`src/rtl/fir_sample_feeder_pkg.sv`:
```
// rtl/fir_sample_feeder_pkg.sv - shared types and constants for the FIR sample feeder
package fir_pkg;

    localparam logic [31:0] FP_ZERO  = 32'h0000_0000;
    localparam int          FP_BIAS  = 127;
    localparam int          SAMPLE_W = 16;
    localparam int          FP_W     = 32;

    typedef struct packed {
        logic                       last;
        logic signed [SAMPLE_W-1:0] data;
    } fifo_entry_t;

    // Only one sample is ever between the FIFO head and fir_in
    typedef enum logic [1:0] {
        EMPTY,
        CONV,
        STAGED
    } pop_state_t;

endpackage

```
`src/rtl/fir_sample_feeder_i16_to_fp32.sv`:
```
// rtl/fir_sample_feeder_i16_to_fp32.sv - two-stage exact int16 to float32 converter
module i16_to_fp32
    import fir_pkg::*;
(
    input  logic                       clk,
    input  logic                       rst,
    input  logic                       i_valid,
    input  logic signed [SAMPLE_W-1:0] i_data,
    input  logic                       i_last,
    output logic                       o_valid,
    output logic [FP_W-1:0]            o_data,
    output logic                       o_last
);

    // 17 bits so that -32768 has a representable magnitude
    logic [16:0]     w_mag;
    logic            r_s1_valid;
    logic            r_s1_sign;
    logic            r_s1_last;
    logic [16:0]     r_s1_mag;
    logic [4:0]      w_pos;
    logic [22:0]     w_mant;
    logic [FP_W-1:0] w_fp;
    logic            r_s2_valid;
    logic            r_s2_last;
    logic [FP_W-1:0] r_s2_fp;

    assign w_mag = i_data[SAMPLE_W-1] ? (17'd0 - {1'b1, i_data}) : {1'b0, i_data};

    // Stage 1: split the sample into sign and magnitude
    always_ff @(posedge clk) begin
        if (rst) begin
            r_s1_valid <= 1'b0;
            r_s1_sign  <= 1'b0;
            r_s1_last  <= 1'b0;
            r_s1_mag   <= '0;
        end else begin
            r_s1_valid <= i_valid;
            r_s1_sign  <= i_data[SAMPLE_W-1];
            r_s1_last  <= i_last;
            r_s1_mag   <= w_mag;
        end
    end

    // Leading-one search and normalisation; the hidden bit falls off the top of the 23-bit shift
    always_comb begin
        w_pos = '0;
        for (int i = 0; i < 17; i++) begin
            if (r_s1_mag[i]) begin
                w_pos = 5'(i);
            end
        end
        w_mant = {6'd0, r_s1_mag} << (5'd23 - w_pos);
        if (r_s1_mag == '0) begin
            w_fp = FP_ZERO;
        end else begin
            w_fp = {r_s1_sign, 8'(FP_BIAS) + {3'b000, w_pos}, w_mant};
        end
    end

    // Stage 2: register the assembled float
    always_ff @(posedge clk) begin
        if (rst) begin
            r_s2_valid <= 1'b0;
            r_s2_last  <= 1'b0;
            r_s2_fp    <= FP_ZERO;
        end else begin
            r_s2_valid <= r_s1_valid;
            r_s2_last  <= r_s1_last;
            r_s2_fp    <= w_fp;
        end
    end

    assign o_valid = r_s2_valid;
    assign o_data  = r_s2_fp;
    assign o_last  = r_s2_last;

endmodule

```
`src/rtl/fir_sample_feeder.sv`:
```
// rtl/fir_sample_feeder.sv - buffers ADC samples and feeds them to the FIR as float32
module fir_sample_feeder
    import fir_pkg::*;
#(
    parameter  int DEPTH = 16,
    localparam int PTR_W = $clog2(DEPTH)
) (
    input  logic                       clk,
    input  logic                       rst,
    input  logic                       s_valid,
    output logic                       s_ready,
    input  logic signed [SAMPLE_W-1:0] s_data,
    input  logic                       s_last,
    input  logic                       fir_next,
    output logic [FP_W-1:0]            fir_in,
    output logic                       fir_stop,
    output logic                       fir_primed,
    output logic [PTR_W:0]             fill_level,
    output logic                       underflow
);

    localparam logic [PTR_W:0] FULL_CNT = (PTR_W + 1)'(DEPTH);

    fifo_entry_t     r_mem [DEPTH];
    logic [PTR_W:0]  r_wr_ptr;
    logic [PTR_W:0]  r_rd_ptr;
    logic [PTR_W:0]  w_count;
    logic            w_wr_en;
    logic            w_empty;
    fifo_entry_t     w_head;

    pop_state_t      r_state;
    pop_state_t      w_next_state;
    logic            w_pop;
    logic            w_stage_wr;
    logic            w_take;

    logic            w_conv_valid;
    logic [FP_W-1:0] w_conv_fp;
    logic            w_conv_last;

    logic [FP_W-1:0] r_stg_fp;
    logic            r_stg_last;
    logic            w_stg_valid;
    logic [FP_W-1:0] w_stg_fp;
    logic            w_stg_last;

    logic [FP_W-1:0] r_fir_in;
    logic            r_fir_stop;
    logic            r_fir_primed;
    logic            r_underflow;

    assign w_count    = r_wr_ptr - r_rd_ptr;
    assign w_empty    = (w_count == '0);
    assign s_ready    = (w_count != FULL_CNT) && !r_fir_stop;
    assign w_wr_en    = s_valid && s_ready;
    assign w_head     = r_mem[r_rd_ptr[PTR_W-1:0]];
    assign fill_level = w_count;

    // Sample storage; contents need no reset because the pointers gate every read
    always_ff @(posedge clk) begin
        if (w_wr_en) begin
            r_mem[r_wr_ptr[PTR_W-1:0]] <= '{last: s_last, data: s_data};
        end
    end

    // FIFO pointers; the extra bit separates full from empty
    always_ff @(posedge clk) begin
        if (rst) begin
            r_wr_ptr <= '0;
            r_rd_ptr <= '0;
        end else begin
            if (w_wr_en) begin
                r_wr_ptr <= r_wr_ptr + 1'b1;
            end
            if (w_pop) begin
                r_rd_ptr <= r_rd_ptr + 1'b1;
            end
        end
    end

    i16_to_fp32 u_conv (
        .clk     (clk),
        .rst     (rst),
        .i_valid (w_pop),
        .i_data  (w_head.data),
        .i_last  (w_head.last),
        .o_valid (w_conv_valid),
        .o_data  (w_conv_fp),
        .o_last  (w_conv_last)
    );

    // A converter result is offered to fir_in in the cycle it appears, so an unprimed
    // FIR sees its first sample three edges after the accept
    assign w_stg_valid = (r_state == STAGED) || ((r_state == CONV) && w_conv_valid);
    assign w_stg_fp    = (r_state == STAGED) ? r_stg_fp   : w_conv_fp;
    assign w_stg_last  = (r_state == STAGED) ? r_stg_last : w_conv_last;
    assign w_take      = w_stg_valid && (!r_fir_primed || fir_next);

    // Pop FSM state register
    always_ff @(posedge clk) begin
        if (rst) begin
            r_state <= EMPTY;
        end else begin
            r_state <= w_next_state;
        end
    end

    // Pop FSM next state: pop one, wait for the converter, hold until fir_in takes it
    always_comb begin
        w_next_state = r_state;
        w_pop        = 1'b0;
        w_stage_wr   = 1'b0;
        case (r_state)
            EMPTY: begin
                if (!w_empty) begin
                    w_pop        = 1'b1;
                    w_next_state = CONV;
                end
            end
            CONV: begin
                if (w_conv_valid) begin
                    if (w_take) begin
                        w_next_state = EMPTY;
                    end else begin
                        w_stage_wr   = 1'b1;
                        w_next_state = STAGED;
                    end
                end
            end
            STAGED: begin
                if (w_take) begin
                    w_next_state = EMPTY;
                end
            end
            default: begin
                w_next_state = EMPTY;
            end
        endcase
    end

    // Staged register holds a converted sample the FIR has not asked for yet
    always_ff @(posedge clk) begin
        if (rst) begin
            r_stg_fp   <= FP_ZERO;
            r_stg_last <= 1'b0;
        end else if (w_stage_wr) begin
            r_stg_fp   <= w_conv_fp;
            r_stg_last <= w_conv_last;
        end
    end

    // fir_in update: prime, advance on fir_next, or feed zeros on underflow and flush
    always_ff @(posedge clk) begin
        if (rst) begin
            r_fir_in     <= FP_ZERO;
            r_fir_stop   <= 1'b0;
            r_fir_primed <= 1'b0;
            r_underflow  <= 1'b0;
        end else if (w_take) begin
            r_fir_in     <= w_stg_fp;
            r_fir_primed <= 1'b1;
            if (w_stg_last) begin
                r_fir_stop <= 1'b1;
            end
        end else if (r_fir_primed && fir_next) begin
            r_fir_in <= FP_ZERO;
            if (!r_fir_stop) begin
                r_underflow <= 1'b1;
            end
        end
    end

    assign fir_in     = r_fir_in;
    assign fir_stop   = r_fir_stop;
    assign fir_primed = r_fir_primed;
    assign underflow  = r_underflow;

endmodule

```
`config.mk`:
```
export PLATFORM = sky130hd
export DESIGN_NAME = fir_sample_feeder
export DESIGN_NICKNAME = d
export VERILOG_FILES = /design/src/rtl/fir_sample_feeder_pkg.sv /design/src/rtl/fir_sample_feeder_i16_to_fp32.sv /design/src/rtl/fir_sample_feeder.sv
export SDC_FILE = /design/constraint.sdc
export NUM_CORES = 1
export LEC_CHECK = 0
export ABC_AREA = 1
export BUFFER_PORTS_ARGS = -buffer_cell sky130_fd_sc_hd__buf_4
export CORE_MARGIN = 2
export CORE_UTILIZATION = 50
export CTS_BUF_LIST = sky130_fd_sc_hd__clkbuf_8
export CTS_CLUSTER_DIAMETER = 50
export CTS_CLUSTER_SIZE = 14
export DETAILED_ROUTE_END_ITERATION = 10
export GPL_ROUTABILITY_DRIVEN = 0
export PLACE_DENSITY = 0.67
export SLEW_MARGIN = 20
export SYNTH_ARGS = -nofsm -noshare
export SYNTH_HDL_FRONTEND = slang
export SYNTH_SLANG_ARGS = --single-unit
```
`constraint.sdc`:
```
create_clock -name clk -period 6.7 [get_ports clk]
set_input_delay 1.005 -clock clk [delete_from_list [all_inputs] [get_ports clk]]
set_output_delay 1.005 -clock clk [all_outputs]
set_load 0.05 [all_outputs]
```
==> results.md, run 1 <==
- Post-synth top area share: 48.8%
- WL per Instance: 18.0 um
- CTS Buffer Depth: 3
- Via/cell ratio: 5.64
- CTS root buffer: clkbuf_8
- EDFF count, synth: 272
- Port Buffers: 61
- Clk_skew: ~0.035 ns
- Crit Path Category: reg2out
- Clock Sink Count: 410
- Core ar.: 0.0333 mm^2
- Period utilization: between 50% and 60%
- Initial Util: 50.3%
- Async set or reset register ratio after synthesis: 0%
- Hold crit path type: reg2reg
- # Post-CTS Setup Buffers: 0
- Yosys cell types: 43
- First-pass GRT wire length: 60400 um
- Starting DRT DRC Count: 1192
- Die area: 0.0350 mm^2
- Critical path's slowest cell: fa_1
- Status: completed
- Synth Flop Type: edfxtp_1
- Post-route ant nets: 0
- Clk slew on worst S/H paths: 0.09 ns
- Layout cells sized above 1: between 10% and 20%
- Total wire length: 38300 um
- Fin area: around 0.018 mm^2
- Overall Power: ~0.0067 W
- Largest net degree at the start of global routing: 101
- Layout Nets: 1682
- CTS resizes: 0
- CTS tree: done
- Num CTS Buffers: 39
- Nature of the critical path startpoint: flip-flop
- Mapped Avg Cell Area: between 10 and 15 um^2
- Vias in the first global route: 11400
- Maxcap violations: 0
- Required time of the critical path: about 5.7 ns
- Post-DP HPWL: 22300 um
- Vias: 12000
- Max-slew violation count: 0
- Register area share after synthesis: 65.3%
- Synth Register Bits: 410
- CP endpoint kind: output pin
- Max incr delay on CP: 0.40 ns
- Syn-to-layout area delta: 9.57%
- Cells after synthesis: 1613
- Worst-Margin Slew: 1.11 ns
- Die Y-Extent: 187 um
- Critical path cell sequence: inv_1 -> ha_1 -> fa_1 -> xnor2_1 -> nor4_1 -> a21oi_1 -> buf_4
- Placed cell areas: 0.0175 mm^2
- GRT Util Overall: 21.6%
- FMAX: 274 MHz
- WP buf/inv: 2
- Most area-hungry cell type in the Yosys netlist: edfxtp_1
- Post-synthesis cell area: approximately 0.017 mm^2
- Setup tns final: 0 ns
- Worst-skew pair later-pin latency: 0.57 ns
- Hold_buf cts: 0
- Synth area leaders: edfxtp_1 (49%), dfxtp_1 (17%), o21ai_0 (5.9%)
- Min Tclk post-route: 3.65 ns
- Post-route DRC: 0
- Synth warnings: 0
- CTS H-tree depth: 2
- RSZ-0062 raised after global routing: false
- Placement Rows: 67
- P per Cell Area: around 370 mW/mm^2
- Die width: ~190 um
- GR Overflow Total: 0
- CP delay by family, top: adder cells
- Antenna violations before repair: 1
- Worst vdd ir: 0.271 mV
- LEAKAGE: 6.49 nW
- Relative slew slack: 26.2%
- I/O pin count: 62
- Critical path arrival: 2.65 ns
- Detailed Routing Iterations Pass 1: 5
- Min Hold Slack: 0.405 ns
- Final hold violations: 0
- Worst-path fanout max: 5
- Setup violations, final: 0
-- worst register-to-register path: stages, from the launching register on --
cell	delay [ns]
dfxtp_1	0.39
inv_1	0.12
ha_1	0.24
fa_1	0.40
o21ai_0	0.22
xnor2_1	0.17
inv_1	0.10
nand2_1	0.07
nand3_1	0.14
inv_1	0.20
nand2_1	0.22
nor2_2	0.88
-- per-stage QoR --
step	setup slack, ns	util, %	instances
floorplan	2.76	-	1620
global placement	3.27	52.7	2056
detailed placement	3.05	52.7	2056
CTS	3.03	55.0	2121
global route	2.88	55.1	2122
finish	3.05	55.1	2122
-- path summary, 6_finish.rpt --
path                                             startpoint                  endpoint  slack (ns)  cells after the start
worst min register to register  u_conv.r_s1_last$_SDFF_PP0_  u_conv.o_last$_SDFF_PP0_        0.41                      2
worst min-delay path            u_conv.r_s1_last$_SDFF_PP0_  u_conv.o_last$_SDFF_PP0_        0.41                      2
worst max register to register     r_wr_ptr[0]$_SDFFE_PP0P_     r_mem[1][8]$_DFFE_PP_        3.15                     11
worst max-delay path               r_wr_ptr[0]$_SDFFE_PP0P_                   s_ready        3.05                      7
-- metal layers --
layer  track usage, %  vias up  wire length, um  part of all wire [%]
met5                0        -                0                     0
met4             8.21        0             1240                   3.2
met3             2.80       90             2480                   6.5
met2             34.8      446            17300                    45
met1             30.2     5716            17300                    45
li1                 -     5721                -                     -
-- cell families after synthesis --
family / count (synthesis) / share of synthesized area (%)
buffers and inverters: 209 / 5.27
AO/OA/AOI/OAI: 421 / 14.3
flip-flops: 410 / 65.3
XOR/XNOR: 4 / 0.209
adder cells (fa/ha/maj): 12 / 0.942
other: 1 / 0.0224
AND/OR/NAND/NOR: 556 / 14.0
-- sequential cells by signal, summed over array words and instances (netlist names), named ones only --
register,cells
r_mem,272
fir_in,32
r_stg_fp,32
u_conv.o_data,32
u_conv.r_s1_mag,17
r_rd_ptr,5
r_wr_ptr,5
r_state,2
fir_primed,1
fir_stop,1
r_stg_last,1
u_conv.o_last,1
u_conv.o_valid,1
u_conv.r_s1_last,1
u_conv.r_s1_sign,1
u_conv.r_s1_valid,1
underflow,1
-- synth_stat cells, drive strengths merged, types with 4 or more instances --
cell    instances
nor3            8
nand3         115
dfxtp         138
inv           113
o211ai         24
a21oi         101
nand4           4
edfxtp        272
clkbuf         51
o221ai         49
ha             11
nand2         219
buf            43
o21ai         231
o22ai          10
nor2          203
-- cell type report --
class,instances,area [um^2]
Sequential cell,410,10900
Clock buffer,43,592
Antenna cell,1,2.50
Timing Repair Buffer,82,616
Multi-Input combinational cell,1001,5030
Fill cell,2893,14900
Inverter,115,434
Tap cell,448,561
Clock inverter,22,175
-- cell usage in the layout (no fill, tap or decap), types with 3 or more instances in the layout --
master / Yosys / layout
nand2_1: 211 / 211
inv_2: 5 / 5
clkbuf_8: 0 / 43
inv_6: 0 / 3
nor2_4: 2 / 8
nand2_2: 8 / 8
buf_4: 7 / 82
ha_1: 11 / 11
o21ai_1: 30 / 29
xnor2_1: 3 / 3
dfxtp_1: 138 / 136
o211ai_1: 24 / 24
nor2_2: 6 / 16
o21ai_0: 198 / 198
and3_1: 3 / 3
a21oi_1: 101 / 101
o21ai_2: 3 / 4
inv_1: 107 / 116
edfxtp_1: 272 / 272
nand3_1: 115 / 115
nand4_1: 3 / 3
conb_1: 1 / 8
nor2_1: 195 / 179
o22ai_1: 10 / 10
clkinv_1: 2 / 3
nor3_1: 6 / 6
o221ai_1: 49 / 49
-- power breakdown --
| group | switching (W) | total (W) | internal, W | leakage [nW] |
|---|---|---|---|---|
| Sequential | 0.000131 | 0.00303 | 0.00290 | 3.59 |
| Combinational | 0.00153 | 0.00216 | 0.000634 | 2.49 |
| Clock | 0.000838 | 0.00152 | 0.000683 | 0.423 |
Power figures use the tool's default switching activity.
==> run 2: changes to the inputs <==
Settings changed: ABC_AREA 1 to 0, PLACE_DENSITY 0.67 to 0.69.
Clock period 6.7 ns to 2.98 ns, I/O delays scaled along.
==> results.md, run 2 <==
- Status: complete, but fails checks
- Failing checks: setup timing
- CP endpoint kind: flip-flop
- HP Start: s_data[12]
- EDFF count, synth: 272 (unchanged)
- Worst-skew pair later-pin latency: 0.58 ns (about the same)
- Die Y-Extent: 186 um (-0.77%)
- Most common cell after layout, fill and taps aside: edfxtp_1
- Worst-path fanout max: 6 (+1)
- Yosys cell types: 66 (+53%)
- Most frequent cells in the layout: edfxtp_1 (272), nand2_1 (166), dfxtp_1 (135)
- Depth of the most critical reg-to-reg path: 10 (-1)
- Vias in the first global route: 9934 (-13%)
- Clk_skew: 0.0258 ns (-0.00941 ns)
- Post-synthesis xor/xnor area fraction: 1.22% (+1.0 points)
- I/O pin count: 62 (unchanged)
- Die width: 186 um (-0.77%)
- Synth warnings: 0 (unchanged)
- Clk slew on worst S/H paths: 0.09 ns (about the same)
- Async set or reset register ratio after synthesis: 0% (unchanged)
- Via/cell ratio: 5.70 (+1.0%)
- WL per Instance: 20.1 um (+11%)
- CTS tree: done
- Synth area leaders: edfxtp_1 (50%), dfxtp_1 (17%), mux4_2 (9.0%)
- Max-slew violation count: 0 (unchanged)
- Post-synthesis cell area: 0.0165 mm^2 (-1.6%)
- Fraction of the mapped netlist area in simple logic gates: 9.61% (-4.4 points)
- Critical path arrival: 3.46 ns (+0.81 ns)
- Port Buffers: 61 (unchanged)
- Overall Power: 0.0161 W (+140%)
- RSZ-0062 raised after global routing: true
- Final hold violations: 0 (unchanged)
- Hold crit path type: in2reg
- Clock Sink Count: 410 (unchanged)
- Final worst slack: -0.0453 ns (-3.09 ns)
- Non-Filler Instances: 1795 (-15%)
- CTS Buffer Depth: 3 (unchanged)
- Layout cells sized above 1: 24.6% (+14 points)
- Reg-to-reg critical path endpoint: u_conv.r_s1_mag[11]$_SDFF_PP0_
- Crit Path Category: reg2reg
- Post-route DRC: 0 (unchanged)
- Place WS: -0.229 ns (-3.28 ns)
- Die area: 0.0344 mm^2 (-1.5%)
- Placement Rows: 66 (-1.5%)
- Initial Util: 50.8% (+0.47 points)
- Nature of the critical path startpoint: flip-flop
- Mapped Avg Cell Area: 13.6 um^2 (+31%)
- Core ar.: 0.0325 mm^2 (-2.5%)
- Worst vdd ir: 0.408 mV (+50%)
- P per Cell Area: 837 mW/mm^2 (+130%)
- Setup violations, final: 4 (+4)
- LEAKAGE: 6.53 nW (+0.55%)
- Most area-hungry cell type in the Yosys netlist: edfxtp_1
- Min Tclk post-route: between 3 and 4 ns
- Post-DP HPWL: 21900 um (-1.7%)
- Cells after synthesis: 1211 (-25%)
- Layout Nets: 1368 (-19%)
- R2R setup slack: -0.05 ns (-3.20 ns)
- Synth Area in Adders: 0.957% (+0.015 points)
- Period utilization: 102%
- FMAX: 331 MHz
- Maxcap violations: 0 (unchanged)
- Num CTS Buffers: 41 (+5.1%)
- Post-synth top area share: 49.6% (+0.78 points)
- Required time of the critical path: 3.42 ns (-2.27 ns)
- Relative slew slack: 54.2% (+28 points)
- Largest net degree at the start of global routing: 61 (-40%)
- Largest register FFs: 272 (unchanged)
- CTS root buffer: clkbuf_8
- Starting DRT DRC Count: 976 (-18%)
- Setup tns final: -0.120 ns (-0.120 ns)
- Worst hold path depth: 1 (-1)
- Vias: 10200 (-15%)
- Fin util: 59.4% (+4.3 points)
- Detailed Routing Iterations Pass 1: 6 (+1)
- Complex-gate fraction of the synthesized area: 8.38% (-5.9 points)
- Post-route ant nets: 0 (unchanged)
- Antenna violations before repair: 0 (-1)
- Syn-to-layout area delta: 17.0%
- CTS H-tree depth: 2 (unchanged)
- GR Overflow Total: 0 (unchanged)
- Top-count cell post-synth: edfxtp_1
- Total wire length: 36100 um (-5.8%)
- Inserted Diodes: 0 (-1)
- Synth Flop Type: edfxtp_1
- Placed Cells: 1714 (-17%)
- Commonest cells in the synthesized netlist: edfxtp_1 (272), nand2_1 (172), dfxtp_1 (138)
- GRT Util Overall: 21.1% (-0.57 points)
- Largest family of logic cells by synthesized area: multiplexers
- Worst-Margin Slew: 0.687 ns (-0.419 ns)
- Register area share after synthesis: 66.3% (+1.0 points)
- Hold Path End: r_mem[11][12]$_DFFE_PP_
- Multiplexer share of the synthesized area: 11.1% (+11 points)
- Synth Register Bits: 410 (unchanged)
- First-pass GRT wire length: 55400 um (-8.3%)
run 2: cell types whose count changed after synthesis, moves of 11 or more:
| cell | before | now |
|---|---|---|
| nand2_1 | 211 | 172 |
| o211ai_1 | 24 | 4 |
| o21ai_0 | 198 | 28 |
| a22oi_1 | 0 | 17 |
| buf_2 | 25 | 5 |
| nand3_1 | 115 | 11 |
| a21oi_1 | 101 | 123 |
| mux4_2 | 0 | 66 |
| o21ai_1 | 30 | 2 |
| o221ai_1 | 49 | 0 |
| nor2b_1 | 0 | 11 |
| inv_1 | 107 | 19 |
| nor2_1 | 195 | 109 |
run 2: timing repair:
action                     4_1_cts  5_1_grt
setup buffers                    6       11
pin swaps                        7       15
resized for setup                8       39
gates cloned                     0        3
hold buffers                     0        0
setup endpoints to repair      233      233
run 2: how the worst max path moves through the flow:
stage / depth (start not counted) / endpoint / slack, ns / startpoint
4_1_cts: 9 / u_conv.r_s1_mag[9]$_SDFF_PP0_ / -0.11 / flip-flop
2_1_floorplan: 11 / r_mem[8][0]$_DFFE_PP_ / -0.18 / r_wr_ptr[0]$_SDFFE_PP0P_
5_1_grt: 13 / u_conv.r_s1_mag[14]$_SDFF_PP0_ / -0.12 / flip-flop
3_3_place_gp: 11 / u_conv.r_s1_mag[9]$_SDFF_PP0_ / -0.14 / flip-flop
6_report: 10 / u_conv.r_s1_mag[11]$_SDFF_PP0_ / -0.05 / flip-flop
3_5_place_dp: 11 / u_conv.r_s1_mag[14]$_SDFF_PP0_ / -0.23 / flip-flop
run 2: cells by family after synthesis:
kind of cell    count (synthesis)
mux                            84
xor+xnor                       23
flops                         410
simple gates                  363
other cells                     1
buf+inv                        89
fa+ha+maj                      12
compound gates                229
run 2: layout make-up:
cell class | instances | area [um^2]
tap | 442 | 553
fill | 2480 | 13200
clock buffer | 43 | 592
multi-input combinational | 719 | 5460
sequential | 410 | 10900
timing repair buffer | 143 | 1450
clock inverter | 18 | 201
inverter | 20 | 82.6
run 2: layer usage:
layer	part of all wire [%]	wire [um]	up-vias	global-route usage [%]
li1	-	-	4732	-
met5	0	0	-	0
met2	50	18000	379	36.2
met1	41	14800	5038	27.6
met4	2.4	849	0	6.65
met3	6.6	2380	83	3.60
run 2: metrics by stage:
step	hold WS [ns]	area, um^2
after floorplan	0.414	16700
after global placement	0.418	18100
after detailed placement	0.423	18100
after CTS	0.122	18900
after global routing	0.147	19300
final	0.152	19300
run 2: worst max-delay path, cell delays in order, from the launching register on:
cell	delay (ns)
dfxtp_4	0.41
buf_8	0.13
buf_12	0.11
mux4_2	0.50
mux4_2	0.52
or4_4	0.46
nor3b_4	0.27
nand2_4	0.11
nor4_4	0.15
or3_1	0.15
a21oi_2	0.06
run 2: power by group:
part	switching [W]	internal, W	total [W]
Sequential	0.000349	0.00654	0.00689
Combinational	0.00317	0.00258	0.00575
Clock	0.00194	0.00156	0.00350
